`src/rtl/game_pkg.sv`:
```
// Shared encodings for the game command sequencer: command kinds, action codes,
// status codes, FSM states and the queued command layout.
package game_pkg;

  typedef enum logic [1:0] {
    KIND_BUY   = 2'd0,
    KIND_PLAY  = 2'd1,
    KIND_START = 2'd2,
    KIND_NOP   = 2'd3
  } cmd_kind_e;

  typedef enum logic [2:0] {
    ACT_KICK  = 3'd0,
    ACT_PUNCH = 3'd1,
    ACT_LEFT  = 3'd2,
    ACT_RIGHT = 3'd3,
    ACT_WAIT  = 3'd4
  } action_e;

  typedef enum logic [2:0] {
    ST_OK         = 3'd0,
    ST_INVALID    = 3'd1,
    ST_CREDIT     = 3'd2,
    ST_OOS        = 3'd3,
    ST_NO_INV     = 3'd4,
    ST_WRONG_DIST = 3'd5,
    ST_TIMEOUT    = 3'd6,
    ST_WIN        = 3'd7
  } status_e;

  typedef enum logic [1:0] {
    S_IDLE       = 2'd0,
    S_WAIT_PHASE = 2'd1,
    S_ISSUE      = 2'd2,
    S_GAP        = 2'd3
  } seq_state_e;

  typedef struct packed {
    cmd_kind_e  kind;
    logic       player;
    logic [2:0] code;
  } cmd_t;

  localparam int CMD_W = $bits(cmd_t);

  function automatic status_e buy_status(input logic inv, input logic oos, input logic credit);
    if (inv)         return ST_INVALID;
    else if (oos)    return ST_OOS;
    else if (credit) return ST_CREDIT;
    else             return ST_OK;
  endfunction

  function automatic logic [7:0] sat_inc(input logic [7:0] v);
    return (v == 8'hFF) ? v : v + 8'd1;
  endfunction

endpackage

```
`src/rtl/game_cmd_sequencer_fifo.sv`:
```
// Command queue between the host and the sequencer FSM; a push while full is
// dropped even when a pop happens in the same cycle.
module cmd_fifo #(
  parameter int DEPTH = 16,
  parameter int W     = 6
) (
  input  logic         clk,
  input  logic         rst_n,
  input  logic         push,
  input  logic         pop,
  input  logic [W-1:0] wdata,
  output logic [W-1:0] rdata,
  output logic         full,
  output logic         empty
);
  localparam int AW = $clog2(DEPTH);
  localparam logic [AW:0] FULL_CNT = (AW+1)'(DEPTH);

  logic [W-1:0]  mem [DEPTH];
  logic [AW-1:0] wr_ptr, rd_ptr;
  logic [AW:0]   count;
  logic          do_push, do_pop;

  assign full    = (count == FULL_CNT);
  assign empty   = (count == '0);
  assign do_push = push && !full;
  assign do_pop  = pop && !empty;
  assign rdata   = mem[rd_ptr];

  always_ff @(posedge clk) begin
    if (do_push) mem[wr_ptr] <= wdata;
  end

  always_ff @(posedge clk or negedge rst_n) begin
    if (!rst_n) begin
      wr_ptr <= '0;
      rd_ptr <= '0;
      count  <= '0;
    end else begin
      if (do_push) wr_ptr <= wr_ptr + 1'b1;
      if (do_pop)  rd_ptr <= rd_ptr + 1'b1;
      if (do_push && !do_pop)      count <= count + 1'b1;
      else if (do_pop && !do_push) count <= count - 1'b1;
    end
  end

endmodule

```
`src/rtl/game_cmd_sequencer.sv`:
```
// Replays queued host commands to game_top with a one-cycle strobe followed by a
// one-cycle gap, gating on game phase and reporting one status per command.
module game_cmd_sequencer
  import game_pkg::*;
#(
  parameter int DEPTH   = 16,
  parameter int TIMEOUT = 15
) (
  input  logic       clk,
  input  logic       rst_n,
  input  logic       cmd_valid,
  output logic       cmd_ready,
  input  logic [1:0] cmd_kind,
  input  logic       cmd_player,
  input  logic [2:0] cmd_code,
  input  logic       phase,
  input  logic [1:0] winner,
  input  logic       purchase_success_p1,
  input  logic       err_invalid_action_p1,
  input  logic       err_credit_p1,
  input  logic       err_out_of_stock_p1,
  input  logic       purchase_success_p2,
  input  logic       err_invalid_action_p2,
  input  logic       err_credit_p2,
  input  logic       err_out_of_stock_p2,
  input  logic       err_no_inventory,
  input  logic       err_wrong_distance,
  output logic       buy_valid_p1,
  output logic       buy_valid_p2,
  output logic [2:0] buy_code_p1,
  output logic [2:0] buy_code_p2,
  output logic       play_valid,
  output logic       turn,
  output logic [2:0] play_action,
  output logic       start_round,
  output logic       busy,
  output logic       done_valid,
  output logic [2:0] done_status,
  output logic [7:0] ok_count,
  output logic [7:0] err_count
);
  localparam logic [3:0] TO_LAST = 4'(TIMEOUT - 1);

  seq_state_e       state;
  cmd_t             cmd_r, head;
  logic [CMD_W-1:0] fifo_rdata;
  logic             fifo_full, fifo_empty, pop;
  logic [3:0]       wait_cnt;
  status_e          pend_status, issue_status, gap_status, fin_status;
  logic             phase_ok, timeout_hit, fin;
  logic             unused_flags;

  assign unused_flags = purchase_success_p1 ^ purchase_success_p2;

  assign pop       = (state == S_IDLE) && !fifo_empty;
  assign head      = cmd_t'(fifo_rdata);
  assign cmd_ready = !fifo_full;
  assign busy      = (state != S_IDLE) || !fifo_empty;

  cmd_fifo #(.DEPTH(DEPTH), .W(CMD_W)) u_fifo (
    .clk   (clk),
    .rst_n (rst_n),
    .push  (cmd_valid),
    .pop   (pop),
    .wdata ({cmd_kind, cmd_player, cmd_code}),
    .rdata (fifo_rdata),
    .full  (fifo_full),
    .empty (fifo_empty)
  );

  always_comb begin
    phase_ok = phase;
    case (cmd_r.kind)
      KIND_PLAY: phase_ok = !phase;
      KIND_NOP:  phase_ok = 1'b1;
      default:   phase_ok = phase;
    endcase
  end

  // Response flags are live only while the strobe is up, so they are folded into a status here.
  always_comb begin
    issue_status = ST_OK;
    case (cmd_r.kind)
      KIND_BUY: begin
        if (cmd_r.player)
          issue_status = buy_status(err_invalid_action_p2, err_out_of_stock_p2, err_credit_p2);
        else
          issue_status = buy_status(err_invalid_action_p1, err_out_of_stock_p1, err_credit_p1);
      end
      KIND_PLAY: begin
        if (err_no_inventory)        issue_status = ST_NO_INV;
        else if (err_wrong_distance) issue_status = ST_WRONG_DIST;
      end
      default: issue_status = ST_OK;
    endcase
  end

  assign gap_status  = (cmd_r.kind == KIND_PLAY && pend_status == ST_OK && winner != 2'd0)
                       ? ST_WIN : pend_status;
  assign timeout_hit = (state == S_WAIT_PHASE) && (cmd_r.kind != KIND_NOP) && !phase_ok
                       && (wait_cnt == TO_LAST);
  assign fin         = (state == S_GAP) || timeout_hit;
  assign fin_status  = (state == S_GAP) ? gap_status : ST_TIMEOUT;

  always_ff @(posedge clk or negedge rst_n) begin
    if (!rst_n) begin
      state        <= S_IDLE;
      cmd_r        <= '0;
      wait_cnt     <= '0;
      pend_status  <= ST_OK;
      buy_valid_p1 <= 1'b0;
      buy_valid_p2 <= 1'b0;
      buy_code_p1  <= '0;
      buy_code_p2  <= '0;
      play_valid   <= 1'b0;
      turn         <= 1'b0;
      play_action  <= '0;
      start_round  <= 1'b0;
      done_valid   <= 1'b0;
      done_status  <= '0;
      ok_count     <= '0;
      err_count    <= '0;
    end else begin
      buy_valid_p1 <= 1'b0;
      buy_valid_p2 <= 1'b0;
      play_valid   <= 1'b0;
      start_round  <= 1'b0;
      done_valid   <= fin;
      if (fin) begin
        done_status <= fin_status;
        if (fin_status == ST_OK)       ok_count  <= sat_inc(ok_count);
        else if (fin_status != ST_WIN) err_count <= sat_inc(err_count);
      end
      case (state)
        S_IDLE: begin
          if (!fifo_empty) begin
            cmd_r    <= head;
            wait_cnt <= '0;
            state    <= S_WAIT_PHASE;
          end
        end
        S_WAIT_PHASE: begin
          if (cmd_r.kind == KIND_NOP) begin
            pend_status <= ST_OK;
            state       <= S_GAP;
          end else if (phase_ok) begin
            state <= S_ISSUE;
            case (cmd_r.kind)
              KIND_BUY: begin
                if (cmd_r.player) begin
                  buy_valid_p2 <= 1'b1;
                  buy_code_p2  <= cmd_r.code;
                end else begin
                  buy_valid_p1 <= 1'b1;
                  buy_code_p1  <= cmd_r.code;
                end
              end
              KIND_PLAY: begin
                play_valid  <= 1'b1;
                turn        <= cmd_r.player;
                play_action <= cmd_r.code;
              end
              default: start_round <= 1'b1;
            endcase
          end else if (timeout_hit) begin
            state <= S_IDLE;
          end else begin
            wait_cnt <= wait_cnt + 4'd1;
          end
        end
        S_ISSUE: begin
          pend_status <= issue_status;
          state       <= S_GAP;
        end
        default: state <= S_IDLE;
      endcase
    end
  end

endmodule

```
`config.mk`:
```
export PLATFORM = sky130hd
export DESIGN_NAME = game_cmd_sequencer
export DESIGN_NICKNAME = d
export VERILOG_FILES = /design/src/rtl/game_pkg.sv /design/src/rtl/game_cmd_sequencer_fifo.sv /design/src/rtl/game_cmd_sequencer.sv
export SDC_FILE = /design/constraint.sdc
export NUM_CORES = 1
export LEC_CHECK = 0
export CORE_AREA = 5 5 112 114
export DETAILED_ROUTE_END_ITERATION = 10
export DIE_AREA = 0 0 117 119
export PLACE_DENSITY = 0.82
export SETUP_SLACK_MARGIN = 0.5
export SLEW_MARGIN = 10
export SYNTH_ARGS = -nofsm -noshare
export SYNTH_HDL_FRONTEND = slang
export SYNTH_SLANG_ARGS = --single-unit
```
`constraint.sdc`:
```
create_clock -name clk -period 7.47 [get_ports clk]
set_input_delay 0.747 -clock clk [delete_from_list [all_inputs] [get_ports clk]]
set_output_delay 0.747 -clock clk [all_outputs]
set_load 0.05 [all_outputs]
```
==> impl_metrics.csv, run 1 <==
group,metric,value,unit
run_status,outcome,"complete, no violations",
power_and_ir_drop,p_int,0.00205,W
power_and_ir_drop,pwr-share-comb,35.3,%
cts,cts-root-buf,"clkbuf_16",
critical_path,path_class,"reg -> out",
synthesis,yosys_warnings,0,
global_route,gr-usage-all-layers,19.9,%
synthesis,synth-edff-count,96,
cts,ctsResizeCount,0,
place,place_inst,628,
synthesis,ys_seq_area_share,66.5,%
critical_path,arrival,2.42,ns
critical_path,setup.worst_path.start,"u_fifo.count[0]",
synthesis,syn-num-nets,480,
detailed_routing,vias,3849,
final_layout,multi_input_area,2110,um^2
critical_path,slowest_delay,0.71,ns
sta,drv_slew,0,
floorplan,rows,39,
global_route,grt_max_degree,63,
floorplan,die_h,119,um
detailed_routing,drt_pass1_iterations,4,
cts,numCtsBuffers,17,
final_layout,final_common_cell,"edfxtp_1",
place,port-buffer-count,55,
global_route,use_met3,6.34,%
final_layout,seqCellArea,4430,um^2
power_and_ir_drop,p_leak,2.93,nW
sta,tightest_slew,1.02,ns
synthesis,synth_ff_type,"edfxtp_1",
detailed_routing,vias_per_cell,5.83,
power_and_ir_drop,switching_share,37.6,%
sta,hold_ws,0.478,ns
critical_path,crit_required,6.72,ns
critical_path,reg2reg_to,"u_fifo.count[4]",
cts,clkTransAtPathRegs,0.07,ns
floorplan,start_util,58.9,%
critical_path,crit_fanout,5,
sta,max_freq,315,MHz
place,place_congestion,0.825,
cts,clock_sinks,158,
final_layout,final_cells,660,
critical_path,crit_path_end,"busy",
floorplan,die_w,117,um
critical_path,cp_cell_sequence,"or4_1 > nor2_1 > nand2_1 > clkdlybuf4s50_1",
floorplan,pin_count,58,
synthesis,synthArstFlopShare,39.2,%
detailed_routing,drt_iter0_drc,279,
global_route,grt_pass1_wl,20.7,mm
power_and_ir_drop,clockPowerShare,23.7,%
global_route,gr-usage-met2,32.3,%
sta,finalCritPeriodShare,42.5,%
detailed_routing,drc,0,
run,maxCapViolations,0,
synthesis,ys_ff_latch,158,
power_and_ir_drop,max-vdd-ir-drop,0.000361,V
final_layout,fin_nets,540,
critical_path,cp-start-kind,"flip-flop",
detailed_routing,wl_per_cell,19.6,um
global_route,first_global_vias,3943,
cts,cts_hold_buffers,0,
final_layout,final_cell_mix,"96 x edfxtp_1, 62 x dfrtp_1, 54 x clkdlybuf4s50_1, 47 x nand2_1, 31 x nor2_1",
critical_path,worst_r2r_path_depth,12,
global_route,grt_remaining_overflow,0,
floorplan,core,11300,um^2
critical_path,reg2reg_from,"u_fifo.count[0]",
sta,finalClockSkew,0.00738,ns
hold_path,holdCritPathClass,"in -> async",
sta,fin_crit,3.17,ns
cts,htreeDepth,4,
synthesis,synth_cells,444,
final_layout,syn2layout_area_growth,17.8,%
place,dp_hpwl,8.32,mm
critical_path,reg2reg_slack,4.33,ns
cts,cts_tree,"built",
global_route,gr-usage-met1,25.5,%
final_layout,num_antenna_cells,0,
cts,clkLatencyLatePin,0.42,ns
power_and_ir_drop,power_frac_seq,41.0,%
detailed_routing,routed_wl,12.9,mm
cts,cts_setup_buffers,0,
critical_path,endpoint_kind,"output port",
cts,clock_path_buffers,2,
synthesis,netlist_area,6670,um^2
detailed_routing,antenna_left,0,
power_and_ir_drop,switchingPower,0.00123,W
synthesis,avgSynthCellArea,15.0,um^2
sta,slew_headroom,32.2,%
global_route,grt_busiest_layer,"met2",
sta,finalHoldViolCount,0,
critical_path,critPathSlowestCell,"clkdlybuf4s50_1",
sta,setup_tns,0,ns
sta,finalSetupViolations,0,
final_layout,drive_above_1_share,15.3,%
floorplan,dieArea,13900,um^2
power_and_ir_drop,power.density,418,nW/um^2
global_route,antenna_found_initial,0,
sta,rsz0062_at_grt,"no",
final_layout,num-fill-cells,731,
synthesis,yosysUniqueCellTypes,48,
## through the flow
| step | power (W) | cell area (um^2) | utilization [%] | setup WS, ns |
|---|---|---|---|---|
| after detailed placement | 0.00252 | 7320 | 64.7 | 4.32 |
| after floorplan | 0.00218 | 6670 | - | 4.59 |
| after CTS | 0.00331 | 7860 | 69.4 | 4.27 |
| after global routing | 0.00347 | 7860 | 69.4 | 4.13 |
| after global placement | 0.00247 | 7320 | 64.7 | 4.37 |
| final | 0.00328 | 7860 | 69.4 | 4.30 |
## worst max-delay path: cells and delay by family, from the launching register on
kind	cells	cell delay (ns)
buf+inv	1	0.71
flops	1	0.45
simple gates	3	0.84
## cells by family (layout without fill, tap and decap cells)
logic type	count (synthesis)	count (layout)	share of synthesized area [%]
flip-flops	158	158	66.5
AND/OR/NAND/NOR	125	125	8.78
AO/OA/AOI/OAI	52	52	5.31
multiplexers	46	46	11.7
buffers and inverters	25	98	1.86
XOR/XNOR	24	24	3.15
adder cells (fa/ha/maj)	14	14	2.74
## power by group through the flow
stage	Combinational [W]	Sequential, W	Clock, W
floorplan	0.000719	0.00146	0
global placement	0.00113	0.00134	0
detailed placement	0.00116	0.00136	0
CTS	0.00118	0.00134	0.000790
global route	0.00126	0.00138	0.000833
finish	0.00116	0.00135	0.000779
## cell type report
type / count / share of cell area (%)
flip-flops and latches: 158 / 56.4
multi-input cells: 261 / 26.9
repair buffers: 57 / 7.13
clock buffers: 17 / 5.41
well taps: 143 / 2.28
clock inverters: 15 / 1.42
inverters: 9 / 0.430
## metal layers
layer	vias to the layer above	routed length, um
li1	1782	-
met1	1938	5140
met2	112	6770
met3	17	813
met4	0	185
met5	-	0
## how the worst min path moves through the flow
stage                          from         endpoint
detailed placement   buy_code_p2[2]   buy_code_p2[2]
CTS                  buy_code_p2[2]   buy_code_p2[2]
floorplan                     rst_n   buy_code_p1[0]
global placement        ok_count[6]      ok_count[6]
finish                        rst_n     err_count[5]
global route        u_fifo.count[4]  u_fifo.count[4]
## sequential cells by signal (all words and copies together) (netlist names), 4 cells and up
register	count
u_fifo.mem	96
err_count	8
ok_count	8
cmd_r	6
u_fifo.count	5
u_fifo.rd_ptr	4
u_fifo.wr_ptr	4
wait_cnt	4
## cell usage after synthesis (4+ instances only)
cell | number | area share [%]
nand3_1 | 8 | 0.60
nand4_1 | 8 | 0.75
o21ai_0 | 14 | 1.1
mux4_2 | 24 | 8.1
nor2_1 | 31 | 1.7
xnor2_1 | 18 | 2.4
nor3_1 | 8 | 0.60
ha_1 | 13 | 2.4
and3_1 | 4 | 0.38
mux2_2 | 16 | 2.7
xor2_1 | 6 | 0.79
dfrtp_1 | 62 | 23
nand2_1 | 47 | 2.6
nand2b_1 | 4 | 0.38
clkbuf_1 | 8 | 0.45
inv_1 | 8 | 0.45
a31oi_1 | 4 | 0.38
mux2i_1 | 6 | 0.90
a21oi_1 | 18 | 1.4
edfxtp_1 | 96 | 43
Power figures use the tool's default switching activity.
==> inputs of run 2 (changes only) <==
CORE_AREA = 5 5 120 122   (was 5 5 112 114)
DIE_AREA = 0 0 125 127   (was 0 0 117 119)
PLACE_DENSITY = 0.75   (was 0.82)
clock period = 2.8 ns   (was 7.47 ns; I/O delays follow)
==> impl_metrics.csv, run 2 (synthesized netlist as in run 1, its figures left out) <==
group,metric,value,unit
critical_path,reg2reg_to,"u_fifo.count[4]",
detailed_routing,drt_iter0_drc,235,
final_layout,final_core_util,63.0,%
final_layout,fin_nets,562,
sta,tightest_slew,0.607,ns
cts,clock_sinks,158,
detailed_routing,wl_met1,5.36,mm
critical_path,worst_r2r_path_depth,12,
global_route,grt_remaining_overflow,0,
cts,htreeDepth,4,
critical_path,cp-start-kind,"flip-flop",
final_layout,reg_top3,"u_fifo.mem x96, err_count x8, ok_count x8",
final_layout,final_cell_mix,"96 x edfxtp_1, 61 x dfrtp_1, 52 x clkdlybuf4s50_1, 45 x nand2_1, 30 x nor2_1",
sta,drv_slew,0,
power_and_ir_drop,pwr-share-comb,36.8,%
sta,finalCritPeriodShare,91.2,%
place,place_congestion,0.845,
hold_path,holdCritPathClass,"in -> async",
critical_path,cp_top_family,"simple AND/OR/NAND/NOR gates",
power_and_ir_drop,switching_share,35.3,%
power_and_ir_drop,p_int,0.00613,W
global_route,gr-usage-all-layers,17.1,%
detailed_routing,routed_wl,12.9,mm
critical_path,reg2reg_from,"u_fifo.count[2]",
sta,finalSetupViolations,0,
floorplan,pin_count,58,
sta,setup_slack,0.247,ns
place,dp_hpwl,8.63,mm
sta,rsz0062_at_grt,"yes",
place,port-buffer-count,55,
final_layout,largest_reg_flops,96,
critical_path,arrival,2.85,ns
sta,fin_crit,2.55,ns
critical_path,cp_cell_sequence,"or4_4 > nor2_4 > nor3_4 > inv_2 > ha_4 > inv_4 > fa_2 > a21o_1 > a21oi_2 > xnor2_1 > nor2_1 > xor2_1",
critical_path,crit_buf_inv,2,
run_status,outcome,"complete, no violations",
detailed_routing,drt_pass1_iterations,4,
detailed_routing,wl_per_cell,18.0,um
power_and_ir_drop,clockPowerShare,26.1,%
detailed_routing,top_layer,"met4",
final_layout,largest_register,"u_fifo.mem",
detailed_routing,met3_length,686,um
cts,numCtsBuffers,17,
final_layout,syn2layout_area_growth,23.6,%
critical_path,critPathSlowestCell,"or4_4",
critical_path,crit_fanout,3,
final_layout,final_area,8250,um^2
floorplan,dieArea,15900,um^2
critical_path,endpoint_kind,"flip-flop",
floorplan,rows,42,
cts,cts-root-buf,"clkbuf_16",
power_and_ir_drop,p_leak,3.10,nW
place,post_dp_cell_area,7470,um^2
floorplan,die_w,125,um
sta,finalClockSkew,0.00569,ns
global_route,antenna_found_initial,0,
detailed_routing,met2WireLength,6.65,mm
detailed_routing,vias,3876,
detailed_routing,drc,0,
sta,max_freq,392,MHz
cts,clkLatencyLatePin,0.42,ns
final_layout,drive_above_1_share,21.3,%
critical_path,crit_required,3.10,ns
cts,clkTransAtPathRegs,0.06,ns
detailed_routing,antenna_left,0,
critical_path,path_class,"reg -> reg",
floorplan,core,13100,um^2
cts,cts_tree,"built",
sta,finalHoldViolCount,0,
sta,slew_headroom,59.4,%
run,maxCapViolations,0,
power_and_ir_drop,power.density,1150,nW/um^2
final_layout,num_antenna_cells,0,
sta,setup_tns,0,ns
floorplan,start_util,51.0,%
floorplan,die_h,127,um
place,dpl_worst_slack,0.152,ns
detailed_routing,vias_per_cell,5.42,
cts,clock_path_buffers,2,
critical_path,reg2reg_slack,0.25,ns
global_route,first_global_vias,4137,
power_and_ir_drop,power_frac_seq,37.0,%
global_route,grt_pass1_wl,21.1,mm
final_layout,final_common_cell,"edfxtp_1",
power_and_ir_drop,max-vdd-ir-drop,0.000685,V
global_route,grt_max_degree,47,
power_and_ir_drop,switchingPower,0.00334,W
critical_path,slowest_delay,0.56,ns
run 2: cell type report:
cell class,count,area (um^2)
sequential,158,4440
clock buffer,18,429
fill,928,4840
timing repair buffer,79,728
multi-input combinational,261,2190
inverter,9,36.3
clock inverter,14,213
tap,176,220
run 2: per-layer routing:
metal / up-vias / global-route usage [%]
li1: 1822 / -
met4: 0 / 6.06
met2: 100 / 29.6
met1: 1942 / 20.9
met5: - / 0
met3: 12 / 4.63
run 2: stage by stage:
| step | cells | total power [W] | hold slack [ns] |
|---|---|---|---|
| after floorplan | 444 | 0.00587 | -0.0156 |
| after global routing | 715 | 0.0100 | 0.356 |
| after detailed placement | 671 | 0.00685 | 0.226 |
| final | 715 | 0.00947 | 0.321 |
| after global placement | 671 | 0.00673 | 0.214 |
| after CTS | 713 | 0.00948 | 0.312 |
run 2: timing repair:
item / CTS / global route
gates resized for setup: 9 / 12
hold buffers: 1 / 0
pin swaps: 6 / 5
setup endpoints to repair: 6 / 4
buffers inserted: 9 / 2
hold endpoints to repair: 16 / 0
run 2: power groups by stage:
stage                     registers (W)  clock network [W]  logic, W
after floorplan                 0.00392                  0   0.00195
after global placement          0.00351                  0   0.00322
after detailed placement        0.00355                  0   0.00331
after CTS                       0.00351            0.00252   0.00344
after global routing            0.00359            0.00263   0.00381
final                           0.00351            0.00248   0.00349
run 2: worst max-delay path by stage:
| stage | from | end | slack [ns] | cells past startpoint |
|---|---|---|---|---|
| global route | u_fifo.count[2] | u_fifo.count[4] | 0.09 | 12 |
| CTS | u_fifo.count[1] | u_fifo.count[4] | 0.29 | 12 |
| finish | u_fifo.count[2] | u_fifo.count[4] | 0.25 | 12 |
| floorplan | u_fifo.count[1] | u_fifo.count[4] | 0.13 | 13 |
| global placement | u_fifo.count[1] | u_fifo.count[4] | 0.21 | 12 |
| detailed placement | u_fifo.count[1] | u_fifo.count[4] | 0.15 | 12 |
==> inputs of run 3 (changes only) <==
CAP_MARGIN = 20   (was not set)
TNS_END_PERCENT = 5   (was not set)
==> impl_metrics.csv, run 3 (synthesized netlist as in run 1, its figures left out) <==
group,metric,value,unit
sta,slew_headroom,45.2,%
run,maxCapViolations,0,
final_layout,drive_above_1_share,20.6,%
global_route,grt_remaining_overflow,0,
sta,finalCritPeriodShare,89.2,%
critical_path,endpoint_kind,"flip-flop",
critical_path,cp-start-kind,"flip-flop",
sta,setup_tns,0,ns
final_layout,syn2layout_area_growth,23.2,%
detailed_routing,drt_pass1_iterations,4,
floorplan,dieArea,15900,um^2
cts,cts-root-buf,"clkbuf_16",
final_layout,final_cell_mix,"96 x edfxtp_1, 61 x dfrtp_1, 53 x clkdlybuf4s50_1, 46 x nand2_1, 30 x nor2_1",
cts,numCtsBuffers,17,
global_route,grt_pass1_wl,21.1,mm
detailed_routing,routed_wl,12.7,mm
detailed_routing,drc,0,
global_route,antenna_found_initial,0,
run_status,outcome,"complete, no violations",
cts,clock_path_buffers,2,
final_layout,largest_reg_flops,96,
critical_path,cp_top_family,"simple AND/OR/NAND/NOR gates",
critical_path,crit_required,3.09,ns
cts,clock_sinks,158,
sta,rsz0062_at_grt,"yes",
sta,fin_crit,2.50,ns
final_layout,num_antenna_cells,0,
final_layout,fin_nets,564,
global_route,first_global_vias,4160,
place,dp_hpwl,8.64,mm
critical_path,critPathSlowestCell,"or4_4",
critical_path,arrival,2.79,ns
detailed_routing,antenna_left,0,
global_route,gr-usage-all-layers,16.9,%
power_and_ir_drop,power.density,1130,nW/um^2
sta,tightest_slew,0.821,ns
cts,clkTransAtPathRegs,0.06,ns
global_route,grt_max_degree,38,
sta,drv_slew,0,
detailed_routing,wl_per_cell,17.8,um
floorplan,die_w,125,um
hold_path,min_from,"ok_count[6]",
critical_path,path_class,"reg -> reg",
floorplan,rows,42,
place,port-buffer-count,55,
critical_path,crit_buf_inv,2,
floorplan,die_h,127,um
hold_path,holdCritPathClass,"reg -> reg",
sta,finalClockSkew,0.00536,ns
cts,clkLatencyLatePin,0.42,ns
floorplan,pin_count,58,
detailed_routing,drt_iter0_drc,272,
sta,finalSetupViolations,0,
power_and_ir_drop,p_total,0.00926,W
final_layout,largest_register,"u_fifo.mem",
critical_path,crit_fanout,4,
cts,cts_tree,"built",
place,place_congestion,0.807,
sta,finalHoldViolCount,0,
power_and_ir_drop,p_leak,3.09,nW
sta,max_freq,400,MHz
floorplan,core,13100,um^2
critical_path,setup.worst_path.start,"u_fifo.count[1]",
cts,htreeDepth,4,
power_and_ir_drop,max-vdd-ir-drop,0.000620,V
final_layout,final_common_cell,"edfxtp_1",
final_layout,reg_top3,"u_fifo.mem x96, err_count x8, ok_count x8",
critical_path,reg2reg_from,"u_fifo.count[1]",
detailed_routing,vias_per_cell,5.42,
floorplan,start_util,51.0,%
critical_path,cp_cell_sequence,"or4_4 > nor2_4 > nor3_4 > inv_2 > ha_4 > inv_4 > fa_2 > a21o_1 > a21oi_2 > xnor2_1 > nor2_1 > xor2_1",
detailed_routing,vias,3878,
critical_path,slowest_delay,0.52,ns
[run 3: what timing repair did]
item,CTS,global route
hold endpoints to repair,35,0
pin swaps,4,0
buffers inserted,7,0
hold buffers,1,0
endpoints found under the setup margin,4,6
resized for setup,8,0
[run 3: layout make-up]
cell class                 count  area [um^2]
clock inverter                14          174
inverter                       9         36.3
clock buffer                  17          425
multi-input combinational    261         2170
timing repair buffer          81          754
fill                         928         4870
sequential                   158         4440
tap                          176          220
[run 3: where the power goes]
part / total, W / leakage, nW / switching [W] / internal (W)
combinational: 0.00342 / 1.15 / 0.00187 / 0.00155
clock: 0.00232 / 0.289 / 0.000856 / 0.00147
sequential: 0.00351 / 1.65 / 0.000517 / 0.00299
total: 0.00926 / 3.09 / 0.00325 / 0.00601
[run 3: worst paths after layout]
| check | depth (start not counted) | endpoint | slack [ns] |
|---|---|---|---|
| max | 12 | u_fifo.count[4] | 0.30 |
| min | 1 | ok_count[6] | 0.49 |
| max reg2reg | 12 | u_fifo.count[4] | 0.30 |
| min reg2reg | 1 | ok_count[6] | 0.49 |
| max in group asynchronous | 3 | u_fifo.count[1] | 1.57 |
| min in group asynchronous | 2 | done_status[1] | 0.50 |
[run 3: per-stage QoR]
step	hold slack [ns]	cells	setup WS (ns)	utilization (%)	cell area (um^2)
after floorplan	-0.0156	444	0.130	-	6700
after detailed placement	0.417	677	0.130	57.5	7520
after global routing	0.532	716	0.179	62.8	8220
after CTS	0.494	716	0.288	62.8	8220
final	0.492	716	0.301	62.8	8220
after global placement	0.408	677	0.183	57.5	7520
[run 3: routing by layer]
metal  global-route usage [%]  part of all wire [%]  vias up
met2                     29.0                    51       79
met4                     4.08                  0.93        0
met3                     5.43                   4.8       12
met1                     21.1                    43     1959
li1                         -                     -     1828
met5                        0                     0        -
==> edit (flow settings as in run 3) <==
Put one more register stage on the output `done_status`. The value now appears one clock later. The other outputs are not delayed to match.
--- a/src/rtl/game_cmd_sequencer.sv
+++ b/src/rtl/game_cmd_sequencer.sv
@@ -40,6 +40,8 @@
   output logic [7:0] err_count
 );
   localparam logic [3:0] TO_LAST = 4'(TIMEOUT - 1);
+
+  logic [2:0] done_status_s0;
 
   seq_state_e       state;
   cmd_t             cmd_r, head;
@@ -117,7 +119,7 @@
       play_action  <= '0;
       start_round  <= 1'b0;
       done_valid   <= 1'b0;
-      done_status  <= '0;
+      done_status_s0 <= '0;
       ok_count     <= '0;
       err_count    <= '0;
     end else begin
@@ -127,7 +129,7 @@
       start_round  <= 1'b0;
       done_valid   <= fin;
       if (fin) begin
-        done_status <= fin_status;
+        done_status_s0 <= fin_status;
         if (fin_status == ST_OK)       ok_count  <= sat_inc(ok_count);
         else if (fin_status != ST_WIN) err_count <= sat_inc(err_count);
       end
@@ -177,5 +179,9 @@
     end
   end
 
+  always_ff @(posedge clk) begin
+    done_status <= done_status_s0;
+  end
+
 endmodule
 
Behaviour: not the same (a bounded check fails within 10 cycles, from zero or initial values and one cycle with rst_n low).
==> edit against run 3 <==
Wire length shrank 1.4%. Worst setup slack gained 10 ps. Count of clock-buffer cells in the layout is the same. Highest routed layer unchanged. Final area grew 0.11%. Area after synthesis grew 0.60%. Largest power group unchanged. Power shrank 0.75%. Final cell count shrank 1.3%. Largest cell class unchanged. Sequential cell count grew 3.
==> edit: results (changes against run 3) <==
Vias per cell - 5.44 (+0.46%)
Maximum VDD drop - 551 µV (-11%)
Main area contributors after synthesis - edfxtp_1, dfrtp_1, mux4_2
Arr. time, crit path - 2790 ps (about the same)
Top post-synthesis cells by count - edfxtp_1, dfrtp_1, nand2_1, nor2_1, mux4_2
Routed len/inst - 17.8 µm (-0.13%)
Worst Max-Slew Pin Slew - 747 ps (-74.1 ps)
Synth Instances - 437 (-1.6%)
GRT Total Usage - 0.171 (+0.00164)
Synth Warn # - 0 (unchanged)
Status - finished clean
Met2 wire len - 6330 µm (-2.7%)
Post-Route M1 WL - 5370 µm (-2.3%)
1st-iter DRT viols - 359 (+32%)
Nets - 554 (-1.8%)
Post-synthesis sequential area ratio - 0.670 (+0.00498)
Fill cells - 919 (-0.97%)
DR top layer - met4
Largest net degree at the start of global routing - 35 (-7.9%)
Regs by FF count - u_fifo.mem (96), err_count (8), ok_count (8)
Min-delay worst type - reg2reg
Syn_nets - 473 (-1.5%)
Met3 routed WL - 666 µm (+9.2%)
Layout cells sized above 1 - 0.213 (+0.00725)
Via Count - 3847 (-0.80%)
Placed Instances - 669 (-1.2%)
CTS H-tree depth - 4 (unchanged)
CTS Root Cell - clkbuf_16
Final Skew - 9.51 ps (+4.16 ps)
Leakage Power - 3.07 nW (-0.77%)
Async S/R FF share, synth - 0.385 (-0.00731)
Max Root-Sink Buffers - 2 (unchanged)
Post-DP HPWL - 8450 µm (-2.2%)
RD Place Congestion - 0.778 (-3.6%)
Vias in the first global route - 3996 (-3.9%)
First-pass GRT wire length - 21000 µm (-0.46%)
Distinct cells, synth - 51 (+6.3%)
-- edit: area by class of cell --
cell class	instances	area, µm²	area share
well taps	176	220	0.0268
clock buffers	17	425	0.0517
flip-flops and latches	161	4490	0.546
repair buffers	79	727	0.0884
clock inverters	15	170	0.0207
multi-input cells	251	2160	0.262
inverters	8	32.5	0.00395
-- edit: path summary, 6_finish.rpt --
| kind | from | endpoint | slack, ps | cells after the start |
|---|---|---|---|---|
| min in group asynchronous | rst_n | state[1] | 460 | 2 |
| max in group asynchronous | rst_n | u_fifo.wr_ptr[2] | 1640 | 3 |
| max | u_fifo.count[1] | u_fifo.count[4] | 310 | 12 |
| min | done_status_s0[2] | done_status[2] | 380 | 0 |
| min reg2reg | done_status_s0[2] | done_status[2] | 380 | 0 |
| max reg2reg | u_fifo.count[1] | u_fifo.count[4] | 310 | 12 |
-- edit: logic make-up (layout without fill, tap and decap cells) --
| kind of cell | count (synthesis) | in the layout | share of synthesized area |
|---|---|---|---|
| DFF | 161 | 161 | 0.670 |
| and+or+nand+nor | 120 | 120 | 0.0902 |
| muxes | 48 | 48 | 0.122 |
| AOI/OAI and AO/OA | 43 | 43 | 0.0397 |
| xor gates and xnor gates | 26 | 26 | 0.0339 |
| buffers and inverters | 25 | 119 | 0.0177 |
| adders and majority gates | 14 | 14 | 0.0272 |
-- edit: power by group --
part | internal (mW) | leakage [nW] | total [mW] | switching [mW]
registers | 3.05 | 1.68 | 3.53 | 0.477
logic | 1.50 | 1.11 | 3.35 | 1.86
clock network | 1.34 | 0.283 | 2.30 | 0.968
-- edit: worst max-delay path, stage by stage, from the launching register on --
cell     delay (ps)
dfrtp_1         390
or4_4           560
nor2_4          130
nor3_4           60
inv_2            80
ha_4            150
inv_4            50
fa_2            350
a21o_1          170
a21oi_2         120
xnor2_1         120
nor2_1           60
xor2_1          130
-- edit: through the flow --
stage / cell area (µm²) / setup slack (ps)
6_report: 8230 / 312
5_1_grt: 8230 / 184
4_1_cts: 8230 / 307
3_5_place_dp: 7560 / 148
3_3_place_gp: 7560 / 186
2_1_floorplan: 6750 / 137
-- edit: repair_timing --
item / in CTS / in global routing
setup buffers: 5 / 0
hold buffers: 1 / 0
endpoints found under the setup margin: 5 / 6
endpoints found under the hold margin: 32 / 0
gates resized for setup: 6 / 0
pin swaps: 6 / 0
-- edit: per-layer routing --
metal	up-vias	global-route usage
met5	-	0
met4	0	0.0542
met3	16	0.0497
met2	113	0.286
met1	1921	0.217
li1	1797	-
